<file path="src/rtl/hazard_tracker_pkg.sv">
// Shared stage codes, forwarding-select encodings and the shadow pipeline record
// used by the hazard tracker, decoder timing interface and datapath muxes.
package hazard_tracker_pkg;

   localparam int unsigned REG_AW = 5;
   localparam int unsigned T_W    = 4;

   localparam logic [T_W-1:0] STG_D  = 4'd0;
   localparam logic [T_W-1:0] STG_E  = 4'd1;
   localparam logic [T_W-1:0] STG_M  = 4'd2;
   localparam logic [T_W-1:0] STG_W  = 4'd3;
   localparam logic [T_W-1:0] T_NONE = 4'hF;

   // D-stage operand mux selects
   localparam logic [1:0] FWD_D_GRF = 2'd0;
   localparam logic [1:0] FWD_D_E   = 2'd1;
   localparam logic [1:0] FWD_D_M   = 2'd2;
   localparam logic [1:0] FWD_D_W   = 2'd3;

   // E-stage operand mux selects
   localparam logic [1:0] FWD_E_IDEX = 2'd0;
   localparam logic [1:0] FWD_E_M    = 2'd1;
   localparam logic [1:0] FWD_E_W    = 2'd2;

   // M-stage store-data mux select
   localparam logic FWD_M_EXMEM = 1'b0;
   localparam logic FWD_M_W     = 1'b1;

   typedef struct packed {
      logic              valid;
      logic [REG_AW-1:0] rs;
      logic [REG_AW-1:0] rt;
      logic [T_W-1:0]    t_rs;
      logic [T_W-1:0]    t_rt;
      logic [REG_AW-1:0] dst;
      logic [T_W-1:0]    t;
   } hz_rec_t;

   localparam hz_rec_t REC_NONE = '0;

   // A record produces register a; $0 and "never produced" results never match.
   function automatic logic produces(hz_rec_t r, logic [REG_AW-1:0] a);
      return r.valid && (r.dst == a) && (a != '0) && (r.t != T_NONE);
   endfunction

endpackage

</file>
<file path="src/rtl/hazard_match.sv">
// Per-operand hazard check: stall request and nearest-ready-producer select against
// the E/M/W shadow records. Unused stages are fed REC_NONE by the caller.
module hazard_match
   import hazard_tracker_pkg::*;
(
   input  logic [REG_AW-1:0] addr,
   input  logic [T_W-1:0]    use_t,
   input  hz_rec_t           rec_e,
   input  hz_rec_t           rec_m,
   input  hz_rec_t           rec_w,
   output logic              stall_req,
   output logic [1:0]        fwd_sel
);

   logic           match_e, match_m, match_w;
   logic [T_W:0]   use_w, t_e, t_m;

   assign match_e = produces(rec_e, addr);
   assign match_m = produces(rec_m, addr);
   assign match_w = produces(rec_w, addr);

   assign use_w = {1'b0, use_t};
   assign t_e   = {1'b0, rec_e.t};
   assign t_m   = {1'b0, rec_m.t};

   // t - k > u rewritten as t > u + k to stay unsigned
   always_comb begin
      stall_req = 1'b0;
      if (use_t != T_NONE) begin
         stall_req = (match_e && (t_e > use_w + {1'b0, STG_E})) ||
                     (match_m && (t_m > use_w + {1'b0, STG_M}));
      end
   end

   // Nearest matching stage decides; a not-ready one blocks older stages.
   always_comb begin
      fwd_sel = FWD_D_GRF;
      if (match_e) begin
         if (rec_e.t <= STG_E) fwd_sel = FWD_D_E;
      end else if (match_m) begin
         if (rec_m.t <= STG_M) fwd_sel = FWD_D_M;
      end else if (match_w) begin
         if (rec_w.t <= STG_W) fwd_sel = FWD_D_W;
      end
   end

   logic unused_fields;
   assign unused_fields = ^{rec_e.rs, rec_e.rt, rec_e.t_rs, rec_e.t_rt,
                            rec_m.rs, rec_m.rt, rec_m.t_rs, rec_m.t_rt,
                            rec_w.rs, rec_w.rt, rec_w.t_rs, rec_w.t_rt};

endmodule

</file>
<file path="src/rtl/hazard_tracker.sv">
// Stall and forwarding control for the five-stage MIPS pipeline, driven by shadow
// records of the E/M/W instructions that shift in step with the pipeline registers.
module hazard_tracker
   import hazard_tracker_pkg::*;
#(
   parameter int unsigned CNT_W = 32
) (
   input  logic              clk,
   input  logic              reset_n,
   input  logic              d_valid,
   input  logic [REG_AW-1:0] d_rs,
   input  logic [REG_AW-1:0] d_rt,
   input  logic [REG_AW-1:0] d_dst,
   input  logic [T_W-1:0]    d_t_rs,
   input  logic [T_W-1:0]    d_t_rt,
   input  logic [T_W-1:0]    d_t,
   output logic              stall,
   output logic [1:0]        fwd_d_rs,
   output logic [1:0]        fwd_d_rt,
   output logic [1:0]        fwd_e_rs,
   output logic [1:0]        fwd_e_rt,
   output logic              fwd_m_rt,
   output logic [CNT_W-1:0]  stall_cnt
);

   hz_rec_t          e_q, m_q, w_q, e_d;
   logic [CNT_W-1:0] stall_cnt_q, stall_cnt_d;
   logic             req_rs, req_rt;
   logic             req_e_rs, req_e_rt, req_m_rt;
   logic [1:0]       sel_e_rs, sel_e_rt, sel_m_rt;

   hazard_match u_match_d_rs (
      .addr      (d_rs),
      .use_t     (d_t_rs),
      .rec_e     (e_q),
      .rec_m     (m_q),
      .rec_w     (w_q),
      .stall_req (req_rs),
      .fwd_sel   (fwd_d_rs)
   );

   hazard_match u_match_d_rt (
      .addr      (d_rt),
      .use_t     (d_t_rt),
      .rec_e     (e_q),
      .rec_m     (m_q),
      .rec_w     (w_q),
      .stall_req (req_rt),
      .fwd_sel   (fwd_d_rt)
   );

   // E and M consumers only see older stages; their stall outputs are meaningless.
   hazard_match u_match_e_rs (
      .addr      (e_q.rs),
      .use_t     (e_q.t_rs),
      .rec_e     (REC_NONE),
      .rec_m     (m_q),
      .rec_w     (w_q),
      .stall_req (req_e_rs),
      .fwd_sel   (sel_e_rs)
   );

   hazard_match u_match_e_rt (
      .addr      (e_q.rt),
      .use_t     (e_q.t_rt),
      .rec_e     (REC_NONE),
      .rec_m     (m_q),
      .rec_w     (w_q),
      .stall_req (req_e_rt),
      .fwd_sel   (sel_e_rt)
   );

   hazard_match u_match_m_rt (
      .addr      (m_q.rt),
      .use_t     (m_q.t_rt),
      .rec_e     (REC_NONE),
      .rec_m     (REC_NONE),
      .rec_w     (w_q),
      .stall_req (req_m_rt),
      .fwd_sel   (sel_m_rt)
   );

   assign stall = d_valid & (req_rs | req_rt);

   always_comb begin
      fwd_e_rs = FWD_E_IDEX;
      case (sel_e_rs)
         FWD_D_M: fwd_e_rs = FWD_E_M;
         FWD_D_W: fwd_e_rs = FWD_E_W;
         default: fwd_e_rs = FWD_E_IDEX;
      endcase
      fwd_e_rt = FWD_E_IDEX;
      case (sel_e_rt)
         FWD_D_M: fwd_e_rt = FWD_E_M;
         FWD_D_W: fwd_e_rt = FWD_E_W;
         default: fwd_e_rt = FWD_E_IDEX;
      endcase
      fwd_m_rt = (sel_m_rt == FWD_D_W) ? FWD_M_W : FWD_M_EXMEM;
   end

   // Bubbles and invalid slots are loaded fully cleared so they select nothing.
   always_comb begin
      e_d = REC_NONE;
      if (d_valid && !stall) begin
         e_d.valid = 1'b1;
         e_d.rs    = d_rs;
         e_d.rt    = d_rt;
         e_d.t_rs  = d_t_rs;
         e_d.t_rt  = d_t_rt;
         e_d.dst   = d_dst;
         e_d.t     = d_t;
      end
   end

   always_comb begin
      stall_cnt_d = stall_cnt_q;
      if (stall && (stall_cnt_q != '1)) stall_cnt_d = stall_cnt_q + CNT_W'(1);
   end

   always_ff @(posedge clk or negedge reset_n) begin
      if (!reset_n) begin
         e_q         <= REC_NONE;
         m_q         <= REC_NONE;
         w_q         <= REC_NONE;
         stall_cnt_q <= '0;
      end else begin
         e_q         <= e_d;
         m_q         <= e_q;
         w_q         <= m_q;
         stall_cnt_q <= stall_cnt_d;
      end
   end

   assign stall_cnt = stall_cnt_q;

   logic unused_req;
   assign unused_req = req_e_rs ^ req_e_rt ^ req_m_rt;

endmodule

</file>
<file path="config.mk">
export PLATFORM = sky130hd
export DESIGN_NAME = hazard_tracker
export DESIGN_NICKNAME = d
export VERILOG_FILES = /design/src/rtl/hazard_tracker_pkg.sv /design/src/rtl/hazard_match.sv /design/src/rtl/hazard_tracker.sv
export SDC_FILE = /design/constraint.sdc
export NUM_CORES = 1
export LEC_CHECK = 0
export CAP_MARGIN = 10
export CORE_MARGIN = 4
export CORE_UTILIZATION = 40
export DETAILED_ROUTE_END_ITERATION = 16
export GPL_TIMING_DRIVEN = 1
export SLEW_MARGIN = 5
export SYNTH_ARGS = -nofsm -noshare
export SYNTH_HDL_FRONTEND = slang
export SYNTH_SLANG_ARGS = --single-unit
export TNS_END_PERCENT = 20
</file>
<file path="constraint.sdc">
create_clock -name clk -period 4.63 [get_ports clk]
set_clock_uncertainty 0.2 [all_clocks]
set_input_delay 1.1575 -clock clk [delete_from_list [all_inputs] [get_ports clk]]
set_output_delay 1.1575 -clock clk [all_outputs]
set_load 0.02 [all_outputs]
</file>
==> results of run 1 <==
==> logic make-up after synthesis <==
family	after synthesis	share of synthesized area
and+or+nand+nor	151	0.2127
xor gates and xnor gates	91	0.1892
DFF	75	0.4455
AOI/OAI and AO/OA	27	0.04989
muxes	3	0.007425
buffers and inverters	29	0.03297
adders and majority gates	21	0.06237
==> state kept, by name, summed over array words and instances, names as in the netlist <==
register and flops:
m_q 15, w_q 8, stall_cnt 32, e_q 20
==> cell usage after synthesis (all sizes together), types with 2 or more instances <==
| cell | instances |
|---|---|
| dfrtp | 75 |
| nor2 | 5 |
| o211ai | 8 |
| a21oi | 11 |
| nor2b | 5 |
| mux2i | 2 |
| nand2 | 22 |
| nand4 | 24 |
| a22oi | 2 |
| and3 | 19 |
| nand4b | 3 |
| buf | 9 |
| nand3 | 23 |
| or4 | 5 |
| nor4 | 7 |
| clkbuf | 11 |
| xor2 | 5 |
| inv | 9 |
| ha | 21 |
| xnor2 | 86 |
| and4 | 4 |
| nor3 | 8 |
| and2 | 24 |
==> cell type report <==
| class | instances | area share |
|---|---|---|
| Multi-Input combinational cell | 293 | 0.4137 |
| Sequential cell | 75 | 0.3421 |
| Inverter | 9 | 0.006157 |
| Tap cell | 136 | 0.03101 |
| Clock buffer | 10 | 0.02509 |
| Timing Repair Buffer | 100 | 0.1704 |
| Clock inverter | 6 | 0.01163 |
==> timing repair <==
| item | in CTS | in global routing |
|---|---|---|
| gates resized for setup | 33 | 22 |
| setup endpoints to repair | 5 | 5 |
| pin swaps | 7 | 12 |
==> power breakdown <==
| group | leakage (nW) | internal [mW] | switching [mW] |
|---|---|---|---|
| logic | 1.28 | 0.126 | 0.120 |
| registers | 0.997 | 0.681 | 0.0407 |
| clock network | 0.0987 | 0.264 | 0.250 |
==> metrics by stage <==
| step | utilization | cells | power, mW |
|---|---|---|---|
| floorplan | - | 397 | 0.8643 |
| global placement | 0.5063 | 613 | 0.9701 |
| detailed placement | 0.5063 | 613 | 0.9771 |
| CTS | 0.5258 | 629 | 1.494 |
| global route | 0.5338 | 629 | 1.559 |
| finish | 0.5338 | 629 | 1.482 |
==> worst register-to-register path: cells and delay by family, from the launching register on <==
kind,cells,cell delay (ns)
buf+inv,1,0.29
simple gates,5,1.08
compound gates,1,0.55
flops,1,0.44
fa+ha+maj,1,0.25
xor+xnor,1,0.16
==> final timing paths <==
kind / depth (start not counted) / slack [ns] / to
min in group asynchronous: 1 / 0.75 / w_q[27]$_DFF_PN0_
worst min register to register: 0 / 0.20 / m_q[27]$_DFF_PN0_
worst max-delay path: 7 / 0.13 / fwd_d_rt[0]
worst max register to register: 9 / 1.55 / stall_cnt[26]$_DFFE_PN0P_
worst min-delay path: 0 / 0.20 / m_q[27]$_DFF_PN0_
max in group asynchronous: 1 / 2.87 / e_q[5]$_DFF_PN0_
==> per-layer routing <==
layer / global-route usage / part of all wire / wire length (um) / up-vias
met5: 0 / 0 / 0 / -
met3: 0.04219 / 0.047 / 482 / 19
met4: 0.06404 / 0.018 / 180 / 0
met2: 0.2621 / 0.46 / 4717 / 87
met1: 0.2409 / 0.48 / 4895 / 1603
li1: - / - / - / 1562
==> out/metrics.cfg, run 1 <==
[cts]
cts_root_buffer = clkbuf_8
cts_tree = done
numCtsBuffers = 9
postCtsSetupBuffers = 0
clk_pin_slew_ns = 0.08
clk_latency_ns = 0.35
cts_buffer_depth = 2
h-tree-depth = 3
clock-sinks = 75
ctsHoldBuffers = 0

[final_layout]
n_antenna_cell = 0
most-common-layout-cells = xnor2_1 (86), dfrtp_1 (75), clkdlybuf4s50_1 (52)
final_cell_area_um2 = 5487
multi_input_area_um2 = 2270
fillers = 940
mostFrequentLayoutCell = xnor2_1
area_growth_pct = 30.23
nets = 539
layout-drive-gt1-share = 0.1562
seq_area_um2 = 1877

[sta]
worstMarginPinSlew_ns = 0.9339
hold_viol = 0
finalSetupViolations = 0
fmax_mhz = 222.0
rsz0062_at_grt = false
finalCriticalPeriod_ns = 4.504
drv_slew = 0
finalCritPeriodShare = 0.9729
worst_slack_ns = 0.1256
relSlewSlack = 0.3774
setup_tns_ns = 0
hold_slack_ns = 0.1950

[setup_path]
r2r-start = stall_cnt[0]$_DFFE_PN0P_
crit_chain = clkdlybuf4s50_1 > or4_4 > nor2_4 > nor4_2 > or4_4 > mux2i_1 > buf_4
cp_max_fo = 2
cpLargestDelayFamily = simple AND/OR/NAND/NOR gates
cp_common_cell = or4_4
critical_path_class = input port to output pin
worst-path-buf-inv = 2
critPathCaptureType = output pin
startpoint = d_rt[3]
crit_required_ns = 3.27
start_kind = input port
worst_path_largest_cell_delay_ns = 0.53
arrival_ns = 3.15
crit_slowest_cell = or4_4

[power_and_ir_drop]
powerDensity_nw_per_um2 = 270.1
power.leakage_nw = 2.375
ir_drop_uv = 135.2

[drt]
drt_wl_total_um = 10280
routedWlPerCell_um = 16.34
drt_iter0_drc = 82
first_pass_iters = 4
ant_nets = 0
dr_total_vias = 3271
route.detailed.drc = 0
vias_per_cell = 5.200

[place]
portBuffers = 71
dpl_cell_area_um2 = 5204
place.gp.congestion = 0.8558
place_hpwl_um = 7494
place_ws_ns = -0.6066

[grt]
grt.total_usage = 0.1733
grt_pass1_wl_um = 17340
first_global_vias = 3445
antenna_found_initial = 0
grt.overflow.total = 0
grt_max_degree = 76

[die]
ios = 72
start_util = 0.4099
core_um2 = 10280
die_y_um = 110.6
row_count = 37
fp.dieW_um = 110.6
die_area_um2 = 12240

[worst_hold_path]
min_from = e_q[27]$_DFF_PN0_
hold_class = flop to flop

[flow_run]
drv_cap = 0

[yosys]
yosysTopAreaCell = dfrtp_1
yosysTopAreaCellShare = 0.4455
ys.warnings.count = 0
ys_types = 40
synth_area_um2 = 4213
synthTopCellsByArea = dfrtp_1 (45%), xnor2_1 (18%), ha_1 (6.2%)
syn_nets = 448
ys.flop_type = dfrtp_1
ys_seq_elements = 75
synthCells = 397
synth_edf_count = 0
yosysSeqAreaShare = 0.4455
async_flop_share = 1.000
syn_area_per_cell_um2 = 10.61

[status]
outcome = finished clean

Power figures use the tool's default switching activity.
==> inputs of run 2 (changes only) <==
- CAP_MARGIN: 10 -> default
==> results of run 2 <==
The final DEF is identical to that of run 1; final timing and power are the same.
==> inputs of run 3 (changes only) <==
==> constraint.sdc (replaced) <==
create_clock -name clk -period 4.63 [get_ports clk]
set_clock_uncertainty 0.2 [all_clocks]
set_input_delay 1.389 -clock clk [delete_from_list [all_inputs] [get_ports clk]]
set_output_delay 1.389 -clock clk [all_outputs]
set_load 0.02 [all_outputs]
==> out/metrics.cfg, run 3 (synthesized netlist as in run 1, its figures left out) <==
[status]
outcome = finished, violations left
violations = setup timing

[cts]
clk_latency_ns = 0.35
cts_buffer_depth = 2
clock-sinks = 75
clk_pin_slew_ns = 0.07
h-tree-depth = 3
cts_tree = done
numCtsBuffers = 9
ctsHoldBuffers = 0
cts_root_buffer = clkbuf_8

[grt]
first_global_vias = 3485
grt.overflow.total = 0
grt_max_degree = 76
grt_pass1_wl_um = 17460
antenna_found_initial = 0
grt.total_usage = 0.1755

[drt]
dr_total_vias = 3307
ant_nets = 0
routedWlPerCell_um = 16.55
drt_wl_total_um = 10470
first_pass_iters = 4
drt_iter0_drc = 122
route.detailed.drc = 0
vias_per_cell = 5.224

[setup_path]
critical_path_class = input port to output pin
critPathCaptureType = output pin
crit_slowest_cell = or4_4
worst-path-buf-inv = 2
cp_common_cell = or4_4
arrival_ns = 3.14
cpLargestDelayFamily = simple AND/OR/NAND/NOR gates
crit_required_ns = 3.04
start_kind = input port
worst_path_largest_cell_delay_ns = 0.54
crit_chain = clkdlybuf4s15_1 > or4_4 > nor2_4 > nor4_4 > or4_4 > mux2i_1 > buf_4
cp_max_fo = 2
cp_num_cells = 7
reg2regPathDepth = 9

[sta]
finalSetupViolations = 5
relSlewSlack = 0.3776
finalCriticalPeriod_ns = 4.731
setup_tns_ns = -0.4029
worst_slack_ns = -0.1014
finalCritPeriodShare = 1.022
hold_viol = 0
worstMarginPinSlew_ns = 0.9335
drv_slew = 0
fmax_mhz = 211.4
rsz0062_at_grt = true

[final_layout]
layout-drive-gt1-share = 0.2093
area_growth_pct = 33.26
nets = 543
n_antenna_cell = 0
final_cells = 633
fillers = 934
most-common-layout-cells = xnor2_1 (84), dfrtp_1 (75), clkdlybuf4s50_1 (47)
largest_reg_flops = 32
utilization = 0.5463
mostFrequentLayoutCell = xnor2_1

[place]
place.gp.congestion = 0.8521
place_ws_ns = -1.041
place_hpwl_um = 7415
dp_cells = 614
portBuffers = 71

[die]
ios = 72
row_count = 37
start_util = 0.4099
core_um2 = 10280
fp.dieW_um = 110.6
die_area_um2 = 12240
die_y_um = 110.6

[worst_hold_path]
hold_class = flop to flop
hold_depth = 0

[power_and_ir_drop]
power.leakage_nw = 2.350
ir_drop_uv = 142.8
powerDensity_nw_per_um2 = 273.2

[flow_run]
drv_cap = 0

[run 3: cell types whose count changed in the layout (fill, tap and decap cells not counted), moves of 5 or more]
cell | previous run | this run
a21oi_1 | 7 | 2
a21oi_2 | 3 | 9
buf_2 | 0 | 5
buf_6 | 1 | 12
clkdlybuf4s50_1 | 52 | 47
dlymetal6s2s_1 | 9 | 0
[run 3: per-layer routing]
layer | track usage | vias up | part of all wire
met5 | 0 | - | 0
met4 | 0.06897 | 0 | 0.021
met3 | 0.05260 | 23 | 0.055
met2 | 0.2698 | 93 | 0.45
met1 | 0.2323 | 1612 | 0.47
li1 | - | 1579 | -
[run 3: final cells by class]
class	instances	area, um2	area share
sequential	75	1877	0.3343
multi-input combinational	293	2377	0.4234
timing repair buffer	104	945.9	0.1685
clock buffer	12	135.1	0.02407
tap	136	170.2	0.03031
clock inverter	4	75.07	0.01337
inverter	9	33.78	0.006017
[run 3: path summary, 6_finish.rpt]
| check | from | endpoint | slack [ns] |
|---|---|---|---|
| worst max-delay path | d_rt[1] | fwd_d_rt[0] | -0.10 |
| max in group asynchronous | reset_n | m_q[0]$_DFF_PN0_ | 2.65 |
| worst min register to register | e_q[27]$_DFF_PN0_ | m_q[27]$_DFF_PN0_ | 0.18 |
| worst min-delay path | e_q[27]$_DFF_PN0_ | m_q[27]$_DFF_PN0_ | 0.18 |
| min in group asynchronous | reset_n | m_q[18]$_DFF_PN0_ | 0.98 |
| worst max register to register | stall_cnt[0]$_DFFE_PN0P_ | stall_cnt[26]$_DFFE_PN0P_ | 1.58 |
[run 3: stage by stage]
step                power (mW)  instance area [um2]  hold WS [ns]
detailed placement      0.9782                 5225        0.1650
global placement        0.9714                 5225        0.1603
global route             1.617                 5614        0.2162
CTS                      1.543                 5590        0.1814
finish                   1.534                 5614        0.1837
floorplan               0.8658                 4230        0.1519
[run 3: what timing repair did]
item                                    CTS  global route
endpoints found under the setup margin    5             5
gates resized for setup                 124             9
buffers inserted                          3             0
pin swaps                                31            12
[run 3: where the power goes]
group          switching, mW  internal [mW]
Sequential            0.0407          0.681
Combinational          0.129          0.136
Clock                  0.243          0.304
[run 3: worst reg2reg max path: cells and delay by family, from the launching register on]
family / cells / cell delay, ns
simple gates: 5 / 1.09
compound gates: 1 / 0.53
flops: 1 / 0.44
buf+inv: 1 / 0.29
fa+ha+maj: 1 / 0.25
xor+xnor: 1 / 0.16
